<file path="src/rtl/mlp_layer_engine.sv">
`timescale 1ns/1ps
// mlp_layer_engine: fully-connected layer over an N_IN-element signed input
// vector. Neurons are processed LANES at a time; each one gets a bias, an
// arithmetic right shift, saturation to DATA_W and an optional ReLU. The
// packed results and a one-hot argmax are held until the next run
// overwrites them. Inputs and weights are read from external synchronous
// memories with one cycle of read latency.
module mlp_layer_engine #(
    parameter int N_IN    = 62,
    parameter int N_OUT   = 10,
    parameter int LANES   = 2,
    parameter int DATA_W  = 8,
    parameter int ACC_W   = 20,
    parameter int SHIFT   = 0,
    localparam int G      = N_OUT / LANES,
    localparam int XAW    = (N_IN > 1) ? $clog2(N_IN) : 1,
    localparam int WAW    = (G * (N_IN + 1) > 1) ? $clog2(G * (N_IN + 1)) : 1
) (
    input  logic                    clk,
    input  logic                    rst,
    input  logic                    start,
    input  logic                    relu_en,
    output logic [XAW-1:0]          x_addr,
    input  logic [DATA_W-1:0]       x_data,
    output logic [WAW-1:0]          w_addr,
    input  logic [LANES*DATA_W-1:0] w_data,
    output logic                    busy,
    output logic                    done,
    output logic [N_OUT*DATA_W-1:0] answer,
    output logic [N_OUT-1:0]        maxi
);

    localparam int KW = $clog2(N_IN + 1);
    localparam int GW = (G > 1) ? $clog2(G) : 1;

    localparam logic signed [ACC_W-1:0] SAT_MAX = ACC_W'((2 ** (DATA_W - 1)) - 1);
    localparam logic signed [ACC_W-1:0] SAT_MIN = ~SAT_MAX;

    typedef enum logic [2:0] {
        S_IDLE,
        S_RUN,
        S_DRAIN,
        S_WRITE,
        S_DONE
    } state_t;

    state_t                    state;
    logic [KW-1:0]             k;
    logic [GW-1:0]             g;
    logic                      relu_l;

    logic signed [ACC_W-1:0]    acc     [LANES];
    logic signed [DATA_W-1:0]   ans_r   [N_OUT];

    logic signed [DATA_W-1:0]   w_lane  [LANES];
    logic signed [2*DATA_W-1:0] prod    [LANES];
    logic signed [ACC_W-1:0]    term    [LANES];
    logic signed [ACC_W-1:0]    shifted [LANES];
    logic signed [DATA_W-1:0]   sat     [LANES];

    logic signed [DATA_W-1:0]   best;
    logic [N_OUT-1:0]           maxi_next;

    // Addend for each lane: full-width product in RUN, bare bias in DRAIN
    always_comb begin
        for (int unsigned j = 0; j < LANES; j++) begin
            w_lane[j] = w_data[j*DATA_W +: DATA_W];
            prod[j]   = (2*DATA_W)'($signed(x_data)) * (2*DATA_W)'(w_lane[j]);
            if (state == S_DRAIN) begin
                term[j] = ACC_W'(w_lane[j]);
            end else begin
                term[j] = ACC_W'(prod[j]);
            end
        end
    end

    // Shift, saturate and optionally rectify each lane's accumulator
    always_comb begin
        for (int unsigned j = 0; j < LANES; j++) begin
            shifted[j] = acc[j] >>> SHIFT;
            if (shifted[j] > SAT_MAX) begin
                sat[j] = SAT_MAX[DATA_W-1:0];
            end else if (shifted[j] < SAT_MIN) begin
                sat[j] = SAT_MIN[DATA_W-1:0];
            end else begin
                sat[j] = shifted[j][DATA_W-1:0];
            end
            if (relu_l && shifted[j][ACC_W-1]) begin
                sat[j] = '0;
            end
        end
    end

    // Argmax over the stored answers; strict greater-than keeps the lowest index on ties
    always_comb begin
        best         = ans_r[0];
        maxi_next    = '0;
        maxi_next[0] = 1'b1;
        for (int unsigned n = 1; n < N_OUT; n++) begin
            if (ans_r[n] > best) begin
                best         = ans_r[n];
                maxi_next    = '0;
                maxi_next[n] = 1'b1;
            end
        end
    end

    // Pack the per-neuron results onto the answer bus
    always_comb begin
        answer = '0;
        for (int unsigned n = 0; n < N_OUT; n++) begin
            answer[n*DATA_W +: DATA_W] = ans_r[n];
        end
    end

    // Control FSM: address generation, accumulation, write-back and completion
    always_ff @(posedge clk or posedge rst) begin
        if (rst) begin
            state  <= S_IDLE;
            busy   <= 1'b0;
            done   <= 1'b0;
            maxi   <= '0;
            x_addr <= '0;
            w_addr <= '0;
            k      <= '0;
            g      <= '0;
            relu_l <= 1'b0;
            for (int unsigned j = 0; j < LANES; j++) begin
                acc[j] <= '0;
            end
            for (int unsigned n = 0; n < N_OUT; n++) begin
                ans_r[n] <= '0;
            end
        end else begin
            done <= 1'b0;
            case (state)
                S_IDLE: begin
                    if (start) begin
                        relu_l <= relu_en;
                        g      <= '0;
                        k      <= '0;
                        x_addr <= '0;
                        w_addr <= '0;
                        busy   <= 1'b1;
                        for (int unsigned j = 0; j < LANES; j++) begin
                            acc[j] <= '0;
                        end
                        state  <= S_RUN;
                    end
                end
                S_RUN: begin
                    // Data on the bus belongs to the address issued one cycle ago,
                    // so the k=0 cycle has nothing to consume yet.
                    if (k != '0) begin
                        for (int unsigned j = 0; j < LANES; j++) begin
                            acc[j] <= acc[j] + term[j];
                        end
                    end
                    if (k == KW'(N_IN)) begin
                        state <= S_DRAIN;
                    end else begin
                        k      <= k + KW'(1);
                        w_addr <= w_addr + WAW'(1);
                        x_addr <= (k < KW'(N_IN - 1)) ? XAW'(k + KW'(1)) : XAW'(N_IN - 1);
                    end
                end
                S_DRAIN: begin
                    for (int unsigned j = 0; j < LANES; j++) begin
                        acc[j] <= acc[j] + term[j];
                    end
                    state <= S_WRITE;
                end
                S_WRITE: begin
                    for (int unsigned gi = 0; gi < G; gi++) begin
                        if (g == GW'(gi)) begin
                            for (int unsigned j = 0; j < LANES; j++) begin
                                ans_r[gi*LANES + j] <= sat[j];
                            end
                        end
                    end
                    for (int unsigned j = 0; j < LANES; j++) begin
                        acc[j] <= '0;
                    end
                    if (g == GW'(G - 1)) begin
                        busy  <= 1'b0;
                        done  <= 1'b1;
                        state <= S_DONE;
                    end else begin
                        g      <= g + GW'(1);
                        k      <= '0;
                        x_addr <= '0;
                        w_addr <= w_addr + WAW'(1);
                        state  <= S_RUN;
                    end
                end
                S_DONE: begin
                    maxi  <= maxi_next;
                    state <= S_IDLE;
                end
                default: begin
                    state <= S_IDLE;
                end
            endcase
        end
    end

endmodule

</file>
<file path="config.mk">
export PLATFORM = sky130hd
export DESIGN_NAME = mlp_layer_engine
export DESIGN_NICKNAME = d
export VERILOG_FILES = /design/src/rtl/mlp_layer_engine.sv
export SDC_FILE = /design/constraint.sdc
export NUM_CORES = 1
export LEC_CHECK = 0
export ABC_CLOCK_PERIOD_IN_PS = 50600
export BUFFER_PORTS_ARGS = -buffer_cell sky130_fd_sc_hd__buf_4
export CAP_MARGIN = 20
export CELL_PAD_IN_SITES_DETAIL_PLACEMENT = 2
export CELL_PAD_IN_SITES_GLOBAL_PLACEMENT = 2
export CORE_MARGIN = 1
export CORE_UTILIZATION = 40
export DETAILED_ROUTE_END_ITERATION = 8
export PLACE_DENSITY_LB_ADDON = 0.08
export SYNTH_ARGS = -nofsm -noshare
export SYNTH_HDL_FRONTEND = slang
export SYNTH_SLANG_ARGS = --single-unit
</file>
<file path="constraint.sdc">
create_clock -name clk -period 50.6 [get_ports clk]
set_input_delay 7.59 -clock clk [delete_from_list [all_inputs] [get_ports clk]]
set_output_delay 7.59 -clock clk [all_outputs]
set_load 0.02 [all_outputs]
</file>
==> impl_metrics.py, run 1 <==
metrics = {
    "logic_synthesis": {
        "synth-compound-area-share_pct": 18.7,
        "synth_warnings": 0,
        "synthCells": 1863,
        "synth_xor_area_share_pct": 4.31,
        "synth_top_family_by_area": "adder cells",
        "synth_nets": 2169,
        "yosys.area.top_type_share_pct": 24.6,
        "synthTopCellsByArea": "dfrtp_1 (25%), fa_1 (14%), ha_1 (13%)",
        "postSynthAreaPerCell_sq_um": 8.73,
        "synth.most_common_cell": "nand2_1",
        "async_reset_ff_share_pct": 100,
        "ys_ff_latch": 160,
        "ys.flop_type": "dfrtp_1",
        "syn-cell-area_sq_um": 16300,
        "ys_seq_area_share_pct": 24.6,
        "synth_edf_count": 0,
        "synth_area_leader_cell": "dfrtp_1",
        "ys_top_cells_by_count": "nand2_1 (245), inv_1 (226), o21ai_0 (170)",
        "synthDistinctLibCells": 82,
        "synthMuxAreaShare_pct": 2.54,
        "synthAdderAreaFrac_pct": 26.6,
        "yosys.area_share.simple_pct": 16.5,
    },
    "sta": {
        "worst_pin_slew_ns": 1.08,
        "finalHoldViolations": 0,
        "finalSetupViolCount": 0,
        "post-route-period-util_pct": 42.7,
        "rsz0062_at_grt": "false",
        "slew_headroom_pct": 27.7,
        "fin_ws_ns": 29.01,
        "skew_ns": 0.0134,
        "slew_violations": 0,
        "max_freq_mhz": 46.3,
        "final.setup.tns_ns": 0,
        "post-route-min-period_ns": 21.59,
    },
    "clock_tree": {
        "post_cts_resized": 0,
        "cts.sinks": 160,
        "clk_latency_ns": 0.45,
        "numCtsBuffers": 17,
        "clock_path_buffers": 2,
        "htreeDepth": 4,
        "root_buffer": "clkbuf_16",
        "clk_pin_slew_ns": 0.07,
        "cts_setup_buffers": 0,
        "ctsHoldBuffers": 0,
        "cts_tree": "yes",
    },
    "die": {
        "fp.dieW_um": 204,
        "pin_count": 135,
        "die_area_sq_um": 41500,
        "coreArea_sq_um": 39900,
        "die_y_um": 204,
        "rows": 73,
        "start_util_pct": 40.8,
    },
    "critical_path": {
        "critPathArrivalTime_ns": 21.91,
        "critical_path.startpoint": "answer[1]",
        "worst_r2r_path_depth": 92,
        "critPathKind": "flip-flop to flip-flop",
        "end_kind": "flip-flop",
        "timing.rr.end": "maxi[2]",
        "start_kind": "flip-flop",
        "reg2reg_setup_slack_ns": 29.01,
        "worst-path-stages": 92,
        "path_max_fanout": 20,
        "cp_top_family": "compound AO/OA/AOI/OAI gates",
        "worst-path-buf-inv": 7,
        "rr_startpoint": "answer[1]",
        "crit_path_end": "maxi[2]",
        "path_common_cell": "a21oi_1",
        "slowest_delay_ns": 0.73,
        "slowest_stage": "o21ai_1",
        "required_ns": 50.92,
    },
    "route": {
        "drt-pass1-iter-count": 5,
        "viasPerCell": 5.62,
        "vias": 14106,
        "drc": 0,
        "drtIter0Drc": 478,
        "wl_per_cell_um": 21.5,
        "routed_wl_um": 54000,
        "detail-route-antenna-nets": 0,
    },
    "layout": {
        "drive_gt1_share_pct": 11.3,
        "final_net_count": 2278,
        "nFillCells": 4370,
        "n_antenna_cell": 0,
        "multi_input_area_sq_um": 11200,
        "syn_to_final_growth_pct": 13.8,
        "regArea_sq_um": 4000,
    },
    "placed_design": {
        "hpwl_um": 43400,
        "place_ws_ns": 29.20,
        "gp_congestion": 0.864,
        "port_buffers": 134,
    },
    "job": {
        "drv_cap": 0,
    },
    "grt": {
        "grt_antenna_before_repair": 0,
        "first_global_vias": 15940,
        "grt_usage_pct": 27.0,
        "gr-total-overflow": 0,
        "grt_first_pass_wirelength_um": 87600,
        "grt_max_degree": 107,
    },
    "outcome": {
        "status": "complete, no violations",
    },
    "min_path": {
        "hold_path_class": "flip-flop to flip-flop",
    },
}
-- layout make-up --
cell class	count	share of cell area, %
clock inverter	10	0.879
sequential	160	21.6
tap	525	3.55
timing repair buffer	153	6.43
multi-input combinational	1414	60.5
clock buffer	20	2.41
inverter	226	4.61
-- per-layer routing --
| metal | global-route usage [%] | part of all wire, % | vias up |
|---|---|---|---|
| li1 | - | - | 6581 |
| met1 | 34.3 | 44 | 7248 |
| met2 | 48.2 | 51 | 205 |
| met3 | 2.54 | 2.3 | 72 |
| met4 | 7.73 | 2.4 | 0 |
| met5 | 0 | 0 | - |
-- cells in the final DEF (no fill, tap or decap), types with 15 or more instances in the layout --
cell type,instances
nor2b_1,18
ha_1,166
o21ai_0,167
a21oi_1,79
mux2i_1,23
and2_1,80
buf_4,149
xor2_1,15
xnor2_1,65
o31ai_1,17
fa_1,112
and3_1,21
nor2_1,58
mux2_2,15
a22o_1,25
nand2b_1,33
nand2_1,245
a31oi_1,17
nand3_1,29
o21bai_1,25
inv_1,225
dfrtp_1,160
a21o_1,23
clkbuf_16,17
-- logic make-up after synthesis --
group                      Yosys count
AOI/OAI and AO/OA                  464
xor gates and xnor gates            80
adders and majority gates          279
buffers and inverters              289
DFF                                160
muxes                               39
and+or+nand+nor                    552
-- sequential cells by signal, summed over array words and instances, names as in the netlist --
signal	cells
answer	80
acc	40
maxi	10
w_addr	9
k	6
x_addr	6
g	3
state	3
busy	1
done	1
relu_l	1
-- per-stage QoR --
step | hold WS [ns] | cells | instance area (sq um) | utilization, %
after floorplan | 0.467 | 1863 | 16300 | -
after global placement | 0.462 | 2470 | 17800 | 44.6
after detailed placement | 0.483 | 2472 | 17800 | 44.6
after CTS | 0.497 | 2502 | 18400 | 46.2
after global routing | 0.528 | 2508 | 18500 | 46.4
final | 0.487 | 2508 | 18500 | 46.4
-- worst min-delay path by stage --
stage / start / endpoint / depth (start not counted) / slack (ns)
2_1_floorplan: acc[22] / acc[22] / 2 / 0.47
3_3_place_gp: busy / busy / 1 / 0.46
3_5_place_dp: busy / busy / 1 / 0.48
4_1_cts: busy / busy / 1 / 0.50
5_1_grt: busy / busy / 1 / 0.53
6_report: busy / busy / 1 / 0.49
Power of run 1 is left out: the tool's default activity adds up to more than one toggle a clock period on the data nets, which glitch-free logic cannot reach.
==> inputs of run 2 (changes only) <==
Settings changed: ABC_AREA set to 1, ABC_CLOCK_PERIOD_IN_PS 50600 to 22500, CORE_UTILIZATION 40 to 36.
Clock period 50.6 ns to 22.5 ns, I/O delays scaled along.
==> run 2 against run 1 <==
  * Sequential share of layout area grew 0.46 points
  * Cell area shrank 2.1%
  * Count of clock-buffer cells in the layout shrank 1
  * Core utilization shrank 4.6 points
  * Flip-flop and latch count is the same
  * Final cell count grew 11%
==> impl_metrics.py, run 2 <==
metrics = {
    "logic_synthesis": {
        "synth_warnings": 0,
        "ys.flop_type": "dfrtp_1",
        "ys_top_cells_by_count": "nand2_1 (493), inv_1 (396), ha_1 (166)",
        "ys_seq_area_share_pct": 25.2,
        "ys_ff_latch": 160,
        "yosys.area.top_type_share_pct": 25.2,
        "synth_area_leader_cell": "dfrtp_1",
        "synthDistinctLibCells": 54,
        "synth_nets": 2381,
        "syn-cell-area_sq_um": 15900,
        "postSynthAreaPerCell_sq_um": 7.67,
        "async_reset_ff_share_pct": 100,
        "synth_edf_count": 0,
        "synthTopCellsByArea": "dfrtp_1 (25%), fa_1 (14%), ha_1 (13%)",
        "synthCells": 2075,
        "synth.most_common_cell": "nand2_1",
    },
    "sta": {
        "slew_violations": 0,
        "post-route-min-period_ns": 15.97,
        "skew_ns": 0.0144,
        "max_freq_mhz": 62.6,
        "finalHoldViolations": 0,
        "hold_ws_ns": 0.478,
        "worst_pin_slew_ns": 1.08,
        "slew_headroom_pct": 27.9,
        "post-route-period-util_pct": 71.0,
        "final.setup.tns_ns": 0,
        "rsz0062_at_grt": "false",
        "finalSetupViolCount": 0,
    },
    "route": {
        "viasPerCell": 5.11,
        "detail-route-antenna-nets": 0,
        "drtIter0Drc": 519,
        "wl_per_cell_um": 19.0,
        "drc": 0,
        "routed_wl_um": 52700,
        "vias": 14179,
        "drt-pass1-iter-count": 5,
    },
    "critical_path": {
        "rr_startpoint": "answer[3]",
        "worst_r2r_path_depth": 83,
        "timing.rr.end": "maxi[3]",
        "reg2reg_setup_slack_ns": 6.53,
        "path_common_cell": "nand2_1",
        "critPathKind": "flip-flop to flip-flop",
        "required_ns": 22.87,
        "slowest_delay_ns": 0.57,
        "slowest_stage": "o21ai_0",
        "path_max_fanout": 20,
        "end_kind": "flip-flop",
        "start_kind": "flip-flop",
        "critPathArrivalTime_ns": 16.35,
    },
    "clock_tree": {
        "cts_tree": "yes",
        "root_buffer": "clkbuf_16",
        "post_cts_resized": 0,
        "numCtsBuffers": 17,
        "clk_latency_ns": 0.46,
        "cts.sinks": 160,
        "clk_pin_slew_ns": 0.08,
        "htreeDepth": 4,
        "cts_setup_buffers": 0,
        "ctsHoldBuffers": 0,
        "clock_path_buffers": 2,
    },
    "placed_design": {
        "port_buffers": 134,
        "gp_congestion": 0.882,
        "hpwl_um": 42500,
        "placed_cells": 2739,
    },
    "layout": {
        "layout_common_cells": "nand2_1 (493), inv_1 (395), ha_1 (166)",
        "final_cells": 2773,
        "largest_reg_flops": 80,
        "final_net_count": 2481,
        "final_common_cell": "nand2_1",
        "n_antenna_cell": 0,
        "syn_to_final_growth_pct": 13.9,
        "drive_gt1_share_pct": 10.9,
    },
    "die": {
        "rows": 76,
        "pin_count": 135,
        "coreArea_sq_um": 43400,
        "start_util_pct": 36.7,
        "fp.dieW_um": 212,
        "die_area_sq_um": 45100,
        "die_y_um": 212,
    },
    "min_path": {
        "hold_start": "x_addr[2]",
        "hold_path_class": "flip-flop to flip-flop",
        "hold_end": "x_addr[2]",
        "hold_depth": 2,
    },
    "grt": {
        "grt_first_pass_wirelength_um": 85400,
        "grt_max_degree": 63,
        "grt_usage_pct": 24.4,
        "grt_antenna_before_repair": 0,
        "gr-total-overflow": 0,
        "first_global_vias": 15826,
    },
    "outcome": {
        "status": "complete, no violations",
    },
    "job": {
        "drv_cap": 0,
    },
}
[run 2: cell types whose count changed in the layout (fill, tap and decap cells not counted), sizes merged, moves of 46 or more]
cell / previous run / this run
nand2: 245 / 511
inv: 226 / 405
and2: 81 / 8
nand3: 29 / 76
xnor2: 65 / 18
nor2: 58 / 104
[run 2: cells by family after synthesis]
family | count (synthesis) | synth area share [%]
AOI/OAI and AO/OA | 325 | 11.6
xor gates and xnor gates | 46 | 2.53
muxes | 6 | 0.425
and+or+nand+nor | 791 | 21.8
DFF | 160 | 25.2
adders and majority gates | 278 | 27.1
buffers and inverters | 469 | 11.4
[run 2: how the worst max path moves through the flow]
stage	from	depth (start not counted)	slack, ns	to
global route	answer[1]	87	4.83	maxi[3]
detailed placement	answer[7]	82	6.51	maxi[3]
CTS	answer[7]	82	6.47	maxi[3]
global placement	answer[7]	82	7.11	maxi[3]
finish	answer[3]	83	6.53	maxi[3]
floorplan	answer[7]	90	9.71	maxi[3]
[run 2: critical path: cells and delay by family, from the launching register on]
kind,cells,cell delay [ns]
AND/OR/NAND/NOR,50,7.08
AO/OA/AOI/OAI,19,4.89
adder cells (fa/ha/maj),9,2.87
buffers and inverters,5,0.65
flip-flops,1,0.38
[run 2: per-layer routing]
layer  GRT usage, %  up-vias  routed length, um
met4           6.65        0               1110
met2           43.8      141              26200
met1           31.1     7170              24200
met5              0        -                  0
li1               -     6810                  -
met3           2.47       58               1140
[run 2: area by class of cell]
type | count | area [sq um]
Timing Repair Buffer | 145 | 1090
Fill cell | 5109 | 25200
Inverter | 405 | 1530
Tap cell | 585 | 732
Multi-Input combinational cell | 1446 | 10100
Sequential cell | 160 | 4000
Clock buffer | 19 | 453
Clock inverter | 13 | 196
[run 2: stage by stage]
stage	util, %	cell area (sq um)	setup WS [ns]
2_1_floorplan	-	15900	9.71
3_3_place_gp	40.2	17500	7.11
3_5_place_dp	40.2	17500	6.51
4_1_cts	41.7	18100	6.47
5_1_grt	41.8	18100	4.83
6_report	41.8	18100	6.53
Power of run 2 is left out for the same reason.
==> inputs of run 3 (changes only) <==
Settings changed: ABC_CLOCK_PERIOD_IN_PS 22500 to 15300.
Clock period 22.5 ns to 15.3 ns, I/O delays scaled along.
==> run 3 against run 2 <==
  * Clock skew decreased by 0.0038 ns
  * Setup slack worse by 5.4 ns
  * Routed wire length grew 0.52%
  * Non-clock buffer count is 10 higher
==> impl_metrics.py, run 3 (synthesized netlist as in run 2, its figures left out) <==
metrics = {
    "outcome": {
        "status": "complete, no violations",
    },
    "clock_tree": {
        "root_buffer": "clkbuf_16",
        "ctsHoldBuffers": 0,
        "htreeDepth": 4,
        "clock_path_buffers": 2,
        "clk_latency_ns": 0.46,
        "cts.sinks": 160,
        "cts_tree": "yes",
        "numCtsBuffers": 17,
        "clk_pin_slew_ns": 0.07,
    },
    "grt": {
        "first_global_vias": 15824,
        "gr-total-overflow": 0,
        "grt_max_degree": 63,
        "grt_usage_pct": 24.4,
        "grt_antenna_before_repair": 0,
        "grt_first_pass_wirelength_um": 85400,
    },
    "sta": {
        "post-route-min-period_ns": 14.13,
        "hold_ws_ns": 0.479,
        "max_freq_mhz": 70.8,
        "fin_ws_ns": 1.17,
        "worst_pin_slew_ns": 1.08,
        "finalSetupViolCount": 0,
        "slew_headroom_pct": 27.7,
        "finalHoldViolations": 0,
        "skew_ns": 0.0106,
        "slew_violations": 0,
        "post-route-period-util_pct": 92.3,
    },
    "die": {
        "die_area_sq_um": 45100,
        "fp.dieW_um": 212,
        "start_util_pct": 36.7,
        "pin_count": 135,
        "rows": 76,
        "coreArea_sq_um": 43400,
        "die_y_um": 212,
    },
    "critical_path": {
        "worst-path-buf-inv": 7,
        "end_kind": "flip-flop",
        "required_ns": 15.68,
        "path_common_cell": "nand2_1",
        "worst-path-stages": 84,
        "start_kind": "flip-flop",
        "cp_top_family": "simple AND/OR/NAND/NOR gates",
        "critPathKind": "flip-flop to flip-flop",
        "reg2reg_setup_slack_ns": 1.17,
        "path_max_fanout": 20,
        "critPathArrivalTime_ns": 14.51,
        "slowest_stage": "o21ai_0",
        "slowest_delay_ns": 0.46,
        "worst_r2r_path_depth": 84,
    },
    "route": {
        "vias": 14215,
        "drtIter0Drc": 520,
        "viasPerCell": 5.11,
        "wl_per_cell_um": 19.0,
        "detail-route-antenna-nets": 0,
        "drc": 0,
        "drt-pass1-iter-count": 4,
        "routed_wl_um": 52900,
    },
    "min_path": {
        "hold_depth": 2,
        "hold_path_class": "flip-flop to flip-flop",
    },
    "layout": {
        "largest_reg_flops": 80,
        "regArea_sq_um": 4000,
        "syn_to_final_growth_pct": 14.7,
        "multi_input_area_sq_um": 10200,
        "final_common_cell": "nand2_1",
        "final_util_pct": 42.1,
        "layout_common_cells": "nand2_1 (490), inv_1 (395), ha_1 (166)",
        "drive_gt1_share_pct": 11.9,
        "n_antenna_cell": 0,
        "final_net_count": 2492,
        "nFillCells": 5035,
    },
    "placed_design": {
        "hpwl_um": 42500,
        "gp_congestion": 0.884,
        "place_ws_ns": -0.688,
        "port_buffers": 134,
    },
    "job": {
        "drv_cap": 0,
    },
}
==> run 3: cell count changes in the layout (fill, tap and decap cells not counted), moves of 4 or more <==
cell,previous run,this run
o21ai_0,156,140
buf_4,143,153
o21ai_1,4,14
nand3_4,3,9
o21ai_2,2,8
nand3_2,12,8
==> run 3: through the flow <==
step / instance area, sq um / std cells / setup TNS [ns]
after floorplan: 15900 / 2075 / 0
after global placement: 17500 / 2739 / -0.218
after detailed placement: 17500 / 2739 / -4.47
after CTS: 18100 / 2771 / 0
after global routing: 18200 / 2784 / -0.00342
final: 18200 / 2784 / 0
==> run 3: path summary, 6_finish.rpt <==
| kind | start | endpoint |
|---|---|---|
| min | x_addr[2] | x_addr[2] |
| max | answer[7] | maxi[1] |
| min reg2reg | x_addr[2] | x_addr[2] |
| max in group asynchronous | rst | maxi[1] |
| min in group asynchronous | rst | w_addr[6] |
| max reg2reg | answer[7] | maxi[1] |
==> run 3: layer usage <==
metal	vias up	global-route usage, %	share of wire (%)
li1	6841	-	-
met1	7187	31.4	46
met2	146	44.0	51
met3	41	2.39	2.0
met4	0	5.28	1.4
met5	-	0	0
==> run 3: worst min-delay path, delay by kind of cell, from the launching register on <==
family | cells | cell delay, ns
simple gates | 2 | 0.09
flops | 1 | 0.35
==> run 3: area by class of cell <==
class	instances	share of cell area (%)
clock buffer	19	2.48
clock inverter	13	0.795
inverter	405	8.38
multi-input combinational	1447	56.0
sequential	160	21.9
tap	585	4.01
timing repair buffer	155	6.40
==> run 3: timing repair <==
action / 4_1_cts / 5_1_grt
cloned: 0 / 1
setup buffers: 0 / 10
pin swaps: 0 / 8
gates resized for setup: 10 / 25
setup endpoints to repair: 8 / 10
Power of run 3 is left out for the same reason.
